<file path="src/rtl/gray_seq_counter_if.sv">
// Control and status bundle for gray_seq_counter; master drives controls, slave is the counter.
interface gray_seq_counter_if #(
  parameter int unsigned WIDTH = 4
);
  logic             en;
  logic             up;
  logic             wrap;
  logic             load;
  logic [WIDTH-1:0] load_val;
  logic [WIDTH-1:0] gray_out;
  logic             tc;
  logic             wrapped;

  modport master (
    output en, up, wrap, load, load_val,
    input  gray_out, tc, wrapped
  );

  modport slave (
    input  en, up, wrap, load, load_val,
    output gray_out, tc, wrapped
  );
endinterface

</file>
<file path="src/rtl/gray_seq_counter.sv">
// Up/down Gray-code sequence counter with Gray-coded load, wrap/saturate ends,
// terminal-count and one-cycle wrap pulse. Binary state is kept alongside the Gray output.
module gray_seq_counter #(
  parameter int unsigned WIDTH = 4
) (
  input  logic                clk,
  input  logic                rst,
  gray_seq_counter_if.slave   bus
);

  localparam logic [WIDTH-1:0] MAX = '1;

  logic [WIDTH-1:0] bin_q;
  logic [WIDTH-1:0] bin_d;
  logic [WIDTH-1:0] gray_q;
  logic [WIDTH-1:0] load_bin;
  logic             wrapped_q;
  logic             wrapped_d;

  // Gray-to-binary: each binary bit is the XOR of all Gray bits at or above it.
  always_comb begin
    load_bin = '0;
    for (int unsigned i = 0; i < WIDTH; i++) begin
      load_bin[i] = ^(bus.load_val >> i);
    end
  end

  always_comb begin
    bin_d     = bin_q;
    wrapped_d = 1'b0;
    if (bus.load) begin
      bin_d = load_bin;
    end else if (bus.en) begin
      if (bus.up) begin
        if (bin_q != MAX) begin
          bin_d = bin_q + 1'b1;
        end else if (bus.wrap) begin
          bin_d     = '0;
          wrapped_d = 1'b1;
        end
      end else begin
        if (bin_q != '0) begin
          bin_d = bin_q - 1'b1;
        end else if (bus.wrap) begin
          bin_d     = MAX;
          wrapped_d = 1'b1;
        end
      end
    end
  end

  always_ff @(posedge clk or posedge rst) begin
    if (rst) begin
      bin_q     <= '0;
      gray_q    <= '0;
      wrapped_q <= 1'b0;
    end else begin
      bin_q     <= bin_d;
      gray_q    <= bin_d ^ (bin_d >> 1);
      wrapped_q <= wrapped_d;
    end
  end

  assign bus.gray_out = gray_q;
  assign bus.wrapped  = wrapped_q;
  assign bus.tc       = bus.up ? (bin_q == MAX) : (bin_q == '0);

endmodule

</file>
<file path="src/flat_wrapper.sv">
// flat-port wrapper written by rule: the top's interface ports become plain ports
module gray_seq_counter_flat 
#(
  parameter int unsigned WIDTH = 4
)
  (clk, rst, bus_en, bus_up, bus_wrap, bus_load, bus_load_val, bus_gray_out, bus_tc, bus_wrapped);
  gray_seq_counter_if #(.WIDTH(WIDTH)) bus_i ();
  input  logic clk;
  input  logic rst;
  input wire logic [$bits(bus_i.en)-1:0] bus_en;
  input wire logic [$bits(bus_i.up)-1:0] bus_up;
  input wire logic [$bits(bus_i.wrap)-1:0] bus_wrap;
  input wire logic [$bits(bus_i.load)-1:0] bus_load;
  input wire logic [$bits(bus_i.load_val)-1:0] bus_load_val;
  output wire logic [$bits(bus_i.gray_out)-1:0] bus_gray_out;
  output wire logic [$bits(bus_i.tc)-1:0] bus_tc;
  output wire logic [$bits(bus_i.wrapped)-1:0] bus_wrapped;
  assign bus_i.en = bus_en;
  assign bus_i.up = bus_up;
  assign bus_i.wrap = bus_wrap;
  assign bus_i.load = bus_load;
  assign bus_i.load_val = bus_load_val;
  assign bus_gray_out = bus_i.gray_out;
  assign bus_tc = bus_i.tc;
  assign bus_wrapped = bus_i.wrapped;
  gray_seq_counter #(.WIDTH(WIDTH)) u_core (.clk(clk), .rst(rst), .bus(bus_i));
endmodule
</file>
<file path="config.mk">
export PLATFORM = sky130hd
export DESIGN_NAME = gray_seq_counter_flat
export DESIGN_NICKNAME = d
export VERILOG_FILES = /design/src/rtl/gray_seq_counter_if.sv /design/src/rtl/gray_seq_counter.sv /design/src/flat_wrapper.sv
export SDC_FILE = /design/constraint.sdc
export NUM_CORES = 1
export LEC_CHECK = 0
export ABC_AREA = 1
export ABC_CLOCK_PERIOD_IN_PS = 3000
export BUFFER_PORTS_ARGS = -buffer_cell sky130_fd_sc_hd__buf_2
export CORE_MARGIN = 5
export CORE_UTILIZATION = 55
export DETAILED_ROUTE_END_ITERATION = 8
export PLACE_DENSITY = 0.91
export SLEW_MARGIN = 10
export SYNTH_ARGS = -nofsm -noshare
export SYNTH_HDL_FRONTEND = slang
export SYNTH_SLANG_ARGS = --single-unit
</file>
<file path="constraint.sdc">
create_clock -name clk -period 3 [get_ports clk]
set_input_delay 0.45 -clock clk [delete_from_list [all_inputs] [get_ports clk]]
set_output_delay 0.45 -clock clk [all_outputs]
set_load 0.05 [all_outputs]
</file>
After elaboration in Yosys (flattened, before gate mapping) --
Index checks and enable logic that the tools add are counted. Widths: inputs -> output; s select.
Operators by class: $add $sub $neg 2, equality and inequality tests 2, mux-type cells 14, bitwise operators 1, reduce and logical (&&, ||, !) cells 6
Operators with widths (count):
- $mux 4 | 7
- $reduce_xor 4->1 | 4
- $mux 1 | 7
- $add 4x1->4 const B | 1
- $eq 4x4->1 const B | 1
- $logic_not 4->1 | 1
- $ne 4x4->1 const B | 1
- $reduce_bool 4->1 | 1
- $sub 4x1->4 const B | 1
- $xor 4x3->4 | 1
Storage, ports and cells: bits in registers 9, input port bits 10, output and inout bits 6, logic and storage cells 28

Depth between registers and ports, before layout --
depth after elaboration 6, depth in mapped cells 13

Least setup slack after synthesis --
Ideal clock, no wire load.
path kind flip-flop to output port, from register u_core.bin_q[0], to output port bus_tc, arrival 2.096 ns, data required time 2.550 ns, slack 0.454 ns, cell stages (with the launch flop) 6, path buffers 0, cells stage by stage dfrtp_1 inv_1 ha_1 nand3_2 nand2_1 a21boi_0
On the way: cells in the longest elaborated chain, start to end 2, elaborated cells between the ends (all ways) 3, classes of those cells eq/ne: 1; mux: 1; reduce/logical: 1
RTL lines:
- start: declaration | RTL line gray_seq_counter.sv:13 | logic [WIDTH-1:0] bin_q;
- start signal: assignment | RTL line gray_seq_counter.sv:58 | bin_q <= bin_d;
- $eq 4x4->1 / $logic_not 4->1 (equally long branches) | RTL line gray_seq_counter.sv:66 | assign bus.tc = bus.up ? (bin_q == MAX) : (bin_q == '0);
- $mux 1 * | RTL line gray_seq_counter.sv:66
- end: declaration | RTL line flat_wrapper.sv:16 | output wire logic [$bits(bus_i.tc)-1:0] bus_tc;
Every way passes the cells marked *; elsewhere a longest branch is shown, timed or not.

Final worst setup path --
Same ends and word-level chain as after synthesis.

==> flow_summary_export.csv <==
group,metric,value,unit
run_status,status,"complete, no violations",
global_route,grt_max_degree,10,
pwr,ir_worst_vdd,0.000258,V
synthesis,syn_avg_cell_area,5.95,um^2
timing,finClkSkew,0.00210,ns
timing,min_period,2.20,ns
pwr,p_leak,0.000471,uW
floorplanning,core,1270,um^2
timing,hold_violations,0,
synthesis,synth_top_area_cell,"dfrtp_1",
clock_network,clock_latency,0.24,ns
timing,rsz0062_at_grt,"no",
timing,fmax,0.455,GHz
pwr,p_total,395,uW
clock_network,htree_levels,1,
synthesis,ys_warn_count,0,
synthesis,synth_edf_count,0,
hold_path,holdCritPathClass,"input pin to async pin",
timing,slew_violations,0,
timing,tightest_slew,0.318,ns
setup_path,r2r_slack,1.20,ns
floorplanning,dieArea,2120,um^2
clock_network,cts_tree,"yes",
layout,drive_above_1_share,21.5,%
floorplanning,ioPinCount,16,
drt,viasPerCell,5.09,
layout,nets,149,
floorplanning,chipHeight,46.0,um
layout,diodes,0,
placed_design,io_buffers,15,
synthesis,synth_most_common_cell,"nand2_1",
clock_network,post_cts_buffers,0,
setup_path,r2r-start,"u_core.bin_q[0]$_DFF_PP0_",
global_route,grtUsageTotal,17.6,%
synthesis,synth_top_cell_area_share,28.0,%
setup_path,path_max_fanout,7,
timing,slew_headroom,78.8,%
setup_path,startpoint,"u_core.bin_q[0]$_DFF_PP0_",
setup_path,path_cells,"inv_1, ha_1, nand3_2, nand2_1, a21boi_0, buf_2",
clock_network,numCtsBuffers,3,
clock_network,clock_sinks,8,
synthesis,ys_top_cells_by_count,"nand2_1 (43), nand3_1 (14), inv_1 (12), nor2_1 (12), dfrtp_1 (8)",
setup_path,cp_slowest_cell,"dfrtp_1",
placed_design,dp_hpwl,1290,um
synthesis,ys_ff_latch,8,
floorplanning,start_util,56.3,%
drt,totalWireLength,1580,um
pwr,cellPowerDensity,486,nW/um^2
synthesis,syn_inst,120,
drt,vias,764,
timing,finalSetupTns,0,ns
global_route,grt_pass1_wl,2790,um
clock_network,clockBufferDepth,2,
synthesis,ys_seq_area_share,28.0,%
layout,n_fill_cell,121,
synthesis,synth_fp_nets,132,
setup_path,cp.depth,6,
drt,route.detailed.drc,0,
setup_path,r2r_end,"u_core.bus.gray_out[1]$_DFF_PP0_",
synthesis,ys_types,21,
synthesis,netlist_area,714,um^2
global_route,grt_pass1_vias,683,
drt,drt_pass1_iterations,4,
clock_network,clkTransAtPathRegs,0.05,ns
drt,drtIter0Drc,24,
clock_network,cts-root-buf,"clkbuf_4",
synthesis,synth_ff_type,"dfrtp_1",
placed_design,routabilityCongestion,0.992,
setup_path,cp.required,2.55,ns
clock_network,ctsResizeCount,0,
setup_path,endpoint,"bus_tc",
setup_path,max_stage_delay,0.42,ns
synthesis,synthArstFlopShare,100,%
setup_path,cp_num_buf_inv,2,
clock_network,postCtsHoldBufs,0,
synthesis,synth_area_leaders,"dfrtp_1 (28%), nand2_1 (23%), nand3_1 (9.8%)",
setup_path,worstPathArrival,1.75,ns
setup_path,worstSetupStartpointType,"register",
layout,area_growth,14.0,%
drt,ant_nets,0,
drt,wl_per_cell,10.5,um
global_route,grt-ovfl-total,0,
timing,fin_crit_sh,73.2,%
setup_path,ff2ff_path_depth,13,
floorplanning,row_count,13,
timing,setup_viol,0,
floorplanning,fp.dieW,46.0,um
setup_path,critPathKind,"register to primary output",
job,cap_violations,0,
setup_path,worstSetupEndpointType,"primary output",
setup_path,cp_top_family,"buffers and inverters",
global_route,antenna_found_initial,0,
==> metal layers <==
| layer | track usage (%) | share of wire [%] |
|---|---|---|
| met1 | 22.2 | 42 |
| met2 | 31.6 | 54 |
| met3 | 1.19 | 4.3 |
| met4 | 5.11 | 0 |
| met5 | 0 | 0 |
==> layout by cell type, fill, tap and decap left out, drive strengths merged <==
master	n
a21boi	1
inv	16
clkinv	2
clkbuf	3
a21oi	7
o21ai	4
buf	15
nor2	13
dfrtp	8
nand3b	1
nand3	17
ha	2
nand2	45
nand4	1
==> where the power goes <==
group | switching [uW] | internal [uW]
clock network | 32.0 | 45.5
logic | 126 | 53.6
registers | 14.7 | 124
==> how the worst min path moves through the flow <==
stage	start	slack [ns]	end	depth (start not counted)
3_3_place_gp	rst	0.39	u_core.bus.wrapped$_DFF_PP0_	2
3_5_place_dp	rst	0.40	u_core.bin_q[3]$_DFF_PP0_	2
6_report	rst	0.14	u_core.bus.gray_out[1]$_DFF_PP0_	2
5_1_grt	rst	0.15	u_core.bin_q[3]$_DFF_PP0_	2
4_1_cts	rst	0.13	u_core.bin_q[3]$_DFF_PP0_	2
2_1_floorplan	rst	0.27	u_core.bin_q[0]$_DFF_PP0_	1
==> layout make-up <==
type                       count  area, um^2  share of cell area (%)
multi-input combinational     91         430                    52.8
sequential                     8         200                    24.6
timing repair buffer          15        75.1                    9.22
inverter                      18        67.6                    8.29
clock buffer                   3        22.5                    2.76
tap                           15        18.8                    2.30
==> per-stage QoR <==
stage               utilization, %  hold WS [ns]  worst slack, ns  instances  area, um^2
floorplan                        -         0.266            0.454        120         714
global placement              62.4         0.388             1.14        147         792
detailed placement            62.4         0.397             1.06        147         792
CTS                           64.2         0.135            0.797        150         815
global route                  64.2         0.153            0.664        150         815
finish                        64.2         0.136            0.803        150         815
==> cells by family after synthesis <==
| kind of cell | after synthesis | share of synthesized area [%] |
|---|---|---|
| AND/OR/NAND/NOR | 77 | 47.5 |
| flip-flops | 8 | 28.0 |
| buffers and inverters | 21 | 11.7 |
| AO/OA/AOI/OAI | 12 | 9.28 |
| adder cells (fa/ha/maj) | 2 | 3.50 |
==> registers in the layout (all words and copies together) (netlist names) <==
register and flops:
u_core.bin_q 4, u_core.bus.gray_out 3, u_core.bus.wrapped 1
Note: power is estimated with default switching activity, not from simulation.
